### src/rtl/eth_mac_pkg.sv
// eth_mac_pkg: state encodings and timing defaults shared across the MAC transmit path
package eth_mac_pkg;
    localparam logic [1:0] ST_IDLE      = 2'd0;
    localparam logic [1:0] ST_WAIT_DONE = 2'd1;
    localparam logic [1:0] ST_IFG       = 2'd2;
    localparam int ETH_FRAME_CYCLES   = 32;
    localparam int DEF_IFG_CYCLES     = 12;
    localparam int DEF_TIMEOUT_CYCLES = 64;
endpackage

### src/rtl/rr_arbiter.sv
// rr_arbiter: combinational round-robin pick of the first set request at or above ptr, wrapping
module rr_arbiter #(
    parameter int N = 4,
    localparam int PW = (N > 1) ? $clog2(N) : 1
) (
    input  logic [N-1:0]  req,
    input  logic [PW-1:0] ptr,
    output logic [N-1:0]  gnt,
    output logic [PW-1:0] winner
);
    logic [N-1:0]  rot;
    logic [PW-1:0] off;
    logic [PW:0]   sum;
    // rotate requests so ptr sits at bit 0, find the lowest set bit, then map the offset back
    always_comb begin
        rot = N'({req, req} >> ptr);
        off = '0;
        for (int i = N - 1; i >= 0; i--) off = rot[i] ? PW'(i) : off;
        sum = {1'b0, ptr} + {1'b0, off};
        winner = (sum >= (PW+1)'(N)) ? PW'(sum - (PW+1)'(N)) : PW'(sum);
        gnt = '0;
        gnt[winner] = |req;
    end
endmodule

### src/rtl/tx_frame_scheduler.sv
// tx_frame_scheduler: round-robin sharing of one frame transmitter with inter-frame gap and watchdog
module tx_frame_scheduler
    import eth_mac_pkg::*;
#(
    parameter int NUM_REQ        = 4,
    parameter int DATA_W         = 32,
    parameter int IFG_CYCLES     = DEF_IFG_CYCLES,
    parameter int TIMEOUT_CYCLES = DEF_TIMEOUT_CYCLES
) (
    input  logic                      clk,
    input  logic                      rst_n,
    input  logic [NUM_REQ-1:0]        req,
    input  logic [NUM_REQ*DATA_W-1:0] req_data,
    output logic [NUM_REQ-1:0]        grant,
    output logic [NUM_REQ-1:0]        done_ack,
    output logic                      tx_en,
    output logic [DATA_W-1:0]         tx_data,
    input  logic                      tx_done,
    output logic                      busy,
    output logic                      timeout_err
);
    localparam int PW = $clog2(NUM_REQ);
    localparam int TW = $clog2(TIMEOUT_CYCLES) + 1;
    localparam int IW = $clog2(IFG_CYCLES + 1) + 1;
    localparam logic [IW-1:0] IFG_LOAD = (IFG_CYCLES > 0) ? IW'(IFG_CYCLES - 1) : '0;

    logic [1:0]         state, state_next;
    logic [PW-1:0]      rr_ptr, rr_ptr_d;
    logic [TW-1:0]      tmo_cnt, tmo_cnt_d;
    logic [IW-1:0]      ifg_cnt, ifg_cnt_d;
    logic [NUM_REQ-1:0] grant_d, done_ack_d, arb_gnt;
    logic [PW-1:0]      arb_winner;
    logic [DATA_W-1:0]  tx_data_d, sel_data;
    logic               tx_en_d, busy_d, timeout_err_d, tmo_hit;

    assign tmo_hit = (tmo_cnt == TW'(TIMEOUT_CYCLES - 1));

    rr_arbiter #(.N(NUM_REQ)) u_arb (
        .req    (req),
        .ptr    (rr_ptr),
        .gnt    (arb_gnt),
        .winner (arb_winner)
    );

    // payload slice of the arbitration winner
    always_comb begin
        sel_data = '0;
        for (int i = 0; i < NUM_REQ; i++) sel_data = arb_gnt[i] ? req_data[i*DATA_W +: DATA_W] : sel_data;
    end

    // state register
    always_ff @(posedge clk or negedge rst_n) begin
        if (!rst_n) state <= ST_IDLE;
        else        state <= state_next;
    end

    // next state: a frame ends on tx_done or watchdog expiry; a zero gap skips IFG entirely
    always_comb begin
        state_next = ST_IDLE;
        if (state == ST_IDLE)
            state_next = (|req) ? ST_WAIT_DONE : ST_IDLE;
        else if (state == ST_WAIT_DONE)
            state_next = (tx_done || tmo_hit) ? ((IFG_CYCLES == 0) ? ST_IDLE : ST_IFG) : ST_WAIT_DONE;
        else if (state == ST_IFG)
            state_next = (ifg_cnt == '0) ? ST_IDLE : ST_IFG;
    end

    // next values of outputs and counters; tx_done beats a simultaneous watchdog expiry
    always_comb begin
        grant_d       = grant;
        tx_data_d     = tx_data;
        rr_ptr_d      = rr_ptr;
        tmo_cnt_d     = tmo_cnt;
        ifg_cnt_d     = ifg_cnt;
        tx_en_d       = 1'b0;
        done_ack_d    = '0;
        timeout_err_d = 1'b0;
        if (state == ST_IDLE && |req) begin
            grant_d   = arb_gnt;
            tx_data_d = sel_data;
            tx_en_d   = 1'b1;
            rr_ptr_d  = (arb_winner == PW'(NUM_REQ - 1)) ? '0 : arb_winner + PW'(1);
            tmo_cnt_d = '0;
        end
        if (state == ST_WAIT_DONE) begin
            tmo_cnt_d = tmo_cnt + TW'(1);
            if (tx_done || tmo_hit) begin
                grant_d       = '0;
                ifg_cnt_d     = IFG_LOAD;
                done_ack_d    = tx_done ? grant : '0;
                timeout_err_d = !tx_done;
            end
        end
        if (state == ST_IFG && ifg_cnt != '0) ifg_cnt_d = ifg_cnt - IW'(1);
        busy_d = (state_next != ST_IDLE);
    end

    // registered outputs and datapath state
    always_ff @(posedge clk or negedge rst_n) begin
        if (!rst_n) begin
            grant       <= '0;
            done_ack    <= '0;
            tx_en       <= 1'b0;
            tx_data     <= '0;
            busy        <= 1'b0;
            timeout_err <= 1'b0;
            rr_ptr      <= '0;
            tmo_cnt     <= '0;
            ifg_cnt     <= '0;
        end else begin
            grant       <= grant_d;
            done_ack    <= done_ack_d;
            tx_en       <= tx_en_d;
            tx_data     <= tx_data_d;
            busy        <= busy_d;
            timeout_err <= timeout_err_d;
            rr_ptr      <= rr_ptr_d;
            tmo_cnt     <= tmo_cnt_d;
            ifg_cnt     <= ifg_cnt_d;
        end
    end
endmodule

### config.mk
export PLATFORM = sky130hd
export DESIGN_NAME = tx_frame_scheduler
export DESIGN_NICKNAME = d
export VERILOG_FILES = /design/src/rtl/eth_mac_pkg.sv /design/src/rtl/rr_arbiter.sv /design/src/rtl/tx_frame_scheduler.sv
export SDC_FILE = /design/constraint.sdc
export NUM_CORES = 1
export LEC_CHECK = 0
export CORE_AREA = 2 2 100 102
export DETAILED_ROUTE_END_ITERATION = 7
export DIE_AREA = 0 0 102 104
export GPL_ROUTABILITY_DRIVEN = 0
export PLACE_DENSITY = 0.81
export SYNTH_ARGS = -nofsm -noshare
export SYNTH_HDL_FRONTEND = slang
export SYNTH_SLANG_ARGS = --single-unit
### constraint.sdc
create_clock -name clk -period 3.5 [get_ports clk]
set_input_delay 0.525 -clock clk [delete_from_list [all_inputs] [get_ports clk]]
set_output_delay 0.525 -clock clk [all_outputs]
set_load 0.01 [all_outputs]
==> results.md <==
* Status: completed
* Fin crit period at 3.20 ns
* Worst Setup Start Kind: input port
* Synth area leaders: dfrtp_1 37%, mux2i_1 8.4%, o31ai_2 8.0%
* Leakage power at 2.39 nW
* DRT antenna net count at 0
* Total GRT Usage at 0.232
* Crit path cell chain: clkdlybuf4s50_1 > inv_1 > o21ai_0 > a21oi_1 > nor3_1 > a21oi_1 > ha_2 > xor2_1 > nand3_1 > nand2_1 > ha_1 > nand2_2 > buf_4 > o21ai_1 > o22a_1 > o31ai_2
* Register area share after synthesis at 0.365
* Slew @ Worst Pin at 0.890 ns
* DR iter-0 viols at 157
* Req. time, crit path at 3.71 ns
* Total die area at 10600 sq um
* Dpl hpwl at 8.70 mm
* Bufs and invs on worst path at 3
* Fin. Hold Viols at 0
* CP Class: in2reg
* DRT Pass-1 Iters at 4
* Initial Util at 0.423
* CTS tree: done
* Tcrit/Tclk final at 0.913
* Peak VDD IR at 0.563 mV
* Port-buffer cells at 177
* Die Ht at 104 um
* Syn avg cell area at 9.25 sq um
* Drt wl/cell at 16.3 um
* CTS Hold Bufs at 0
* Htree depth at 3
* Clk_lat worst skew at 0.33 ns
* Worst Path Arrival at 3.41 ns
* Clock-pin slew on the worst setup and hold paths at 0.07 ns
* Yosys warnings at 0
* Place WS at -0.00277 ns
* Die X-Extent at 102 um
* Final hold slack at 0.164 ns
* Final worst slack at 0.304 ns
* Top-Level Pins at 178
* CP most frequent cell: a21oi_1
* Critical Path Sink Type: register
* Area Overhead vs Synth at 49.8%
* Max frequency at 0.313 GHz
* Async set-or-reset flop fraction in the synthesized netlist at 1.00
* Post-synthesis net count at 577
* Count of different cell masters after synthesis at 46
* Met3 WL at 687 um
* Initial antenna violation count at 0
* Mapped Area at 4040 sq um
* Max-slew violations at 0
* Met2 WL at 6.31 mm
* M1 wire length at 4.88 mm
* Filler Cells Inserted at 825
* Power per cell area at 1010 nW/um^2
* Count leader, synth: dfrtp_1
* Commonest register cell after synthesis: dfrtp_1
* Post-CTS sizing at 0
* Number of global-route vias before repair at 4308
* Final net count at 745
* RSZ-0062 raised after global routing: no
* # Post-CTS Setup Buffers at 0
* Pin count of the biggest net entering global routing at 69
* GRT overflow at 0
* Layout cells sized above 1 at 0.138
* Via/cell ratio at 5.45
* Clk_skew at 0.0106 ns
* Synth top area share at 0.365
* Hold Path Class: in2async
* Cell family with most CP delay: buffers and inverters
* Final WL at 12.1 mm
* Top post-synthesis cells by count: 59 x dfrtp_1, 52 x nand2_1, 41 x a21oi_1, 34 x mux2i_1
* Vias at 4047
* First-pass GRT wire length at 19.8 mm
* FF/Latch Area at 1480 sq um
* Syn Inst Count at 437
* Final Core Density at 0.634
* Sink Count at 59
* Clock Path Buffers at 2
* DR top layer: met4
* Core Footprint at 9550 sq um
* Maxcap violations at 0
* DRC at 0
* #FFs+latches synth at 59
* Endpoints failing setup at 0
* Number of synthesized flops with an enable pin at 0
* CP max-delay cell: clkdlybuf4s50_1
* CTS Buf Count at 9
* Worst-path fanout max at 22
* Worst slew margin at 0.399
* N_diodes at 0
* Max stage delay on crit path at 0.56 ns
* Largest area contributor in the netlist: dfrtp_1
* FP Rows at 36
* Footprint of the multi-input gates at 2300 sq um
* CTS root buffer: clkbuf_8
[cell families after synthesis]
logic type | count (synthesis) | synth area share
XOR/XNOR | 2 | 0.00434
AO/OA/AOI/OAI | 164 | 0.298
AND/OR/NAND/NOR | 131 | 0.163
flip-flops | 59 | 0.365
adder cells (fa/ha/maj) | 5 | 0.0155
multiplexers | 35 | 0.0870
buffers and inverters | 41 | 0.0663
[per-layer routing]
metal	global-route usage	vias up
met1	0.277	1943
met2	0.416	138
met5	0	-
met4	0.0790	0
met3	0.0343	17
li1	-	1949
[worst reg2reg max path: cells and delay by family, from the launching register on]
kind,cells,cell delay (ns)
AO/OA/AOI/OAI,5,0.93
flip-flops,1,0.52
adder cells (fa/ha/maj),2,0.46
AND/OR/NAND/NOR,3,0.42
buffers and inverters,2,0.33
XOR/XNOR,1,0.21
[state kept, by name, indices dropped and copies added, names as in the netlist]
register / count
tx_data: 32
tmo_cnt: 7
ifg_cnt: 5
done_ack: 4
grant: 4
rr_ptr: 2
state: 2
busy: 1
timeout_err: 1
tx_en: 1
[final cells by class]
class                   count  area share
flip-flops and latches     59       0.244
multi-input cells         337       0.380
clock buffers              11      0.0250
inverters                   8     0.00537
clock inverters             4     0.00827
well taps                 133      0.0275
repair buffers            190       0.310
[metrics by stage]
stage | TNS, ns | total power [mW] | area, sq um | instances
CTS | 0 | 6.18 | 6050 | 742
detailed placement | -0.00277 | 5.53 | 5850 | 727
global route | 0 | 6.63 | 6050 | 742
global placement | 0 | 5.37 | 5850 | 727
floorplan | 0 | 4.36 | 4040 | 437
finish | 0 | 6.14 | 6050 | 742
[worst paths after layout]
check                           startpoint           to  slack [ns]  cells after the start
worst max-delay path                req[0]  tx_data[25]        0.30                     16
worst min-delay path                 rst_n   tx_data[2]        0.16                      1
worst max register to register   rr_ptr[1]  tx_data[25]        0.48                     13
worst min register to register  tmo_cnt[6]   tmo_cnt[6]        0.48                      1
max in group asynchronous            rst_n    rr_ptr[1]        2.43                      2
min in group clk                tmo_cnt[6]   tmo_cnt[6]        0.48                      1
[cells in the final DEF, fill, tap and decap left out, types with 5 or more instances in the layout]
master and n:
o22a_1 32, o21ai_1 32, clkbuf_8 11, inv_1 7, nor2_1 22, dfrtp_1 59, o21ai_0 13, mux2i_1 34
nor2_2 21, buf_4 12, nand2_1 52, a21oi_1 41, nor3_1 6, o31ai_2 26, nand3_1 6, and3_1 5
clkdlybuf4s50_1 176, o31ai_1 9
[power by group]
group	leakage [nW]	total [mW]	switching (mW)	internal, mW
registers	0.708	1.24	0.255	0.988
clock network	0.0974	0.637	0.275	0.362
logic	1.59	4.26	2.32	1.93
total	2.39	6.14	2.85	3.28
(Power assumes the default switching activity.)
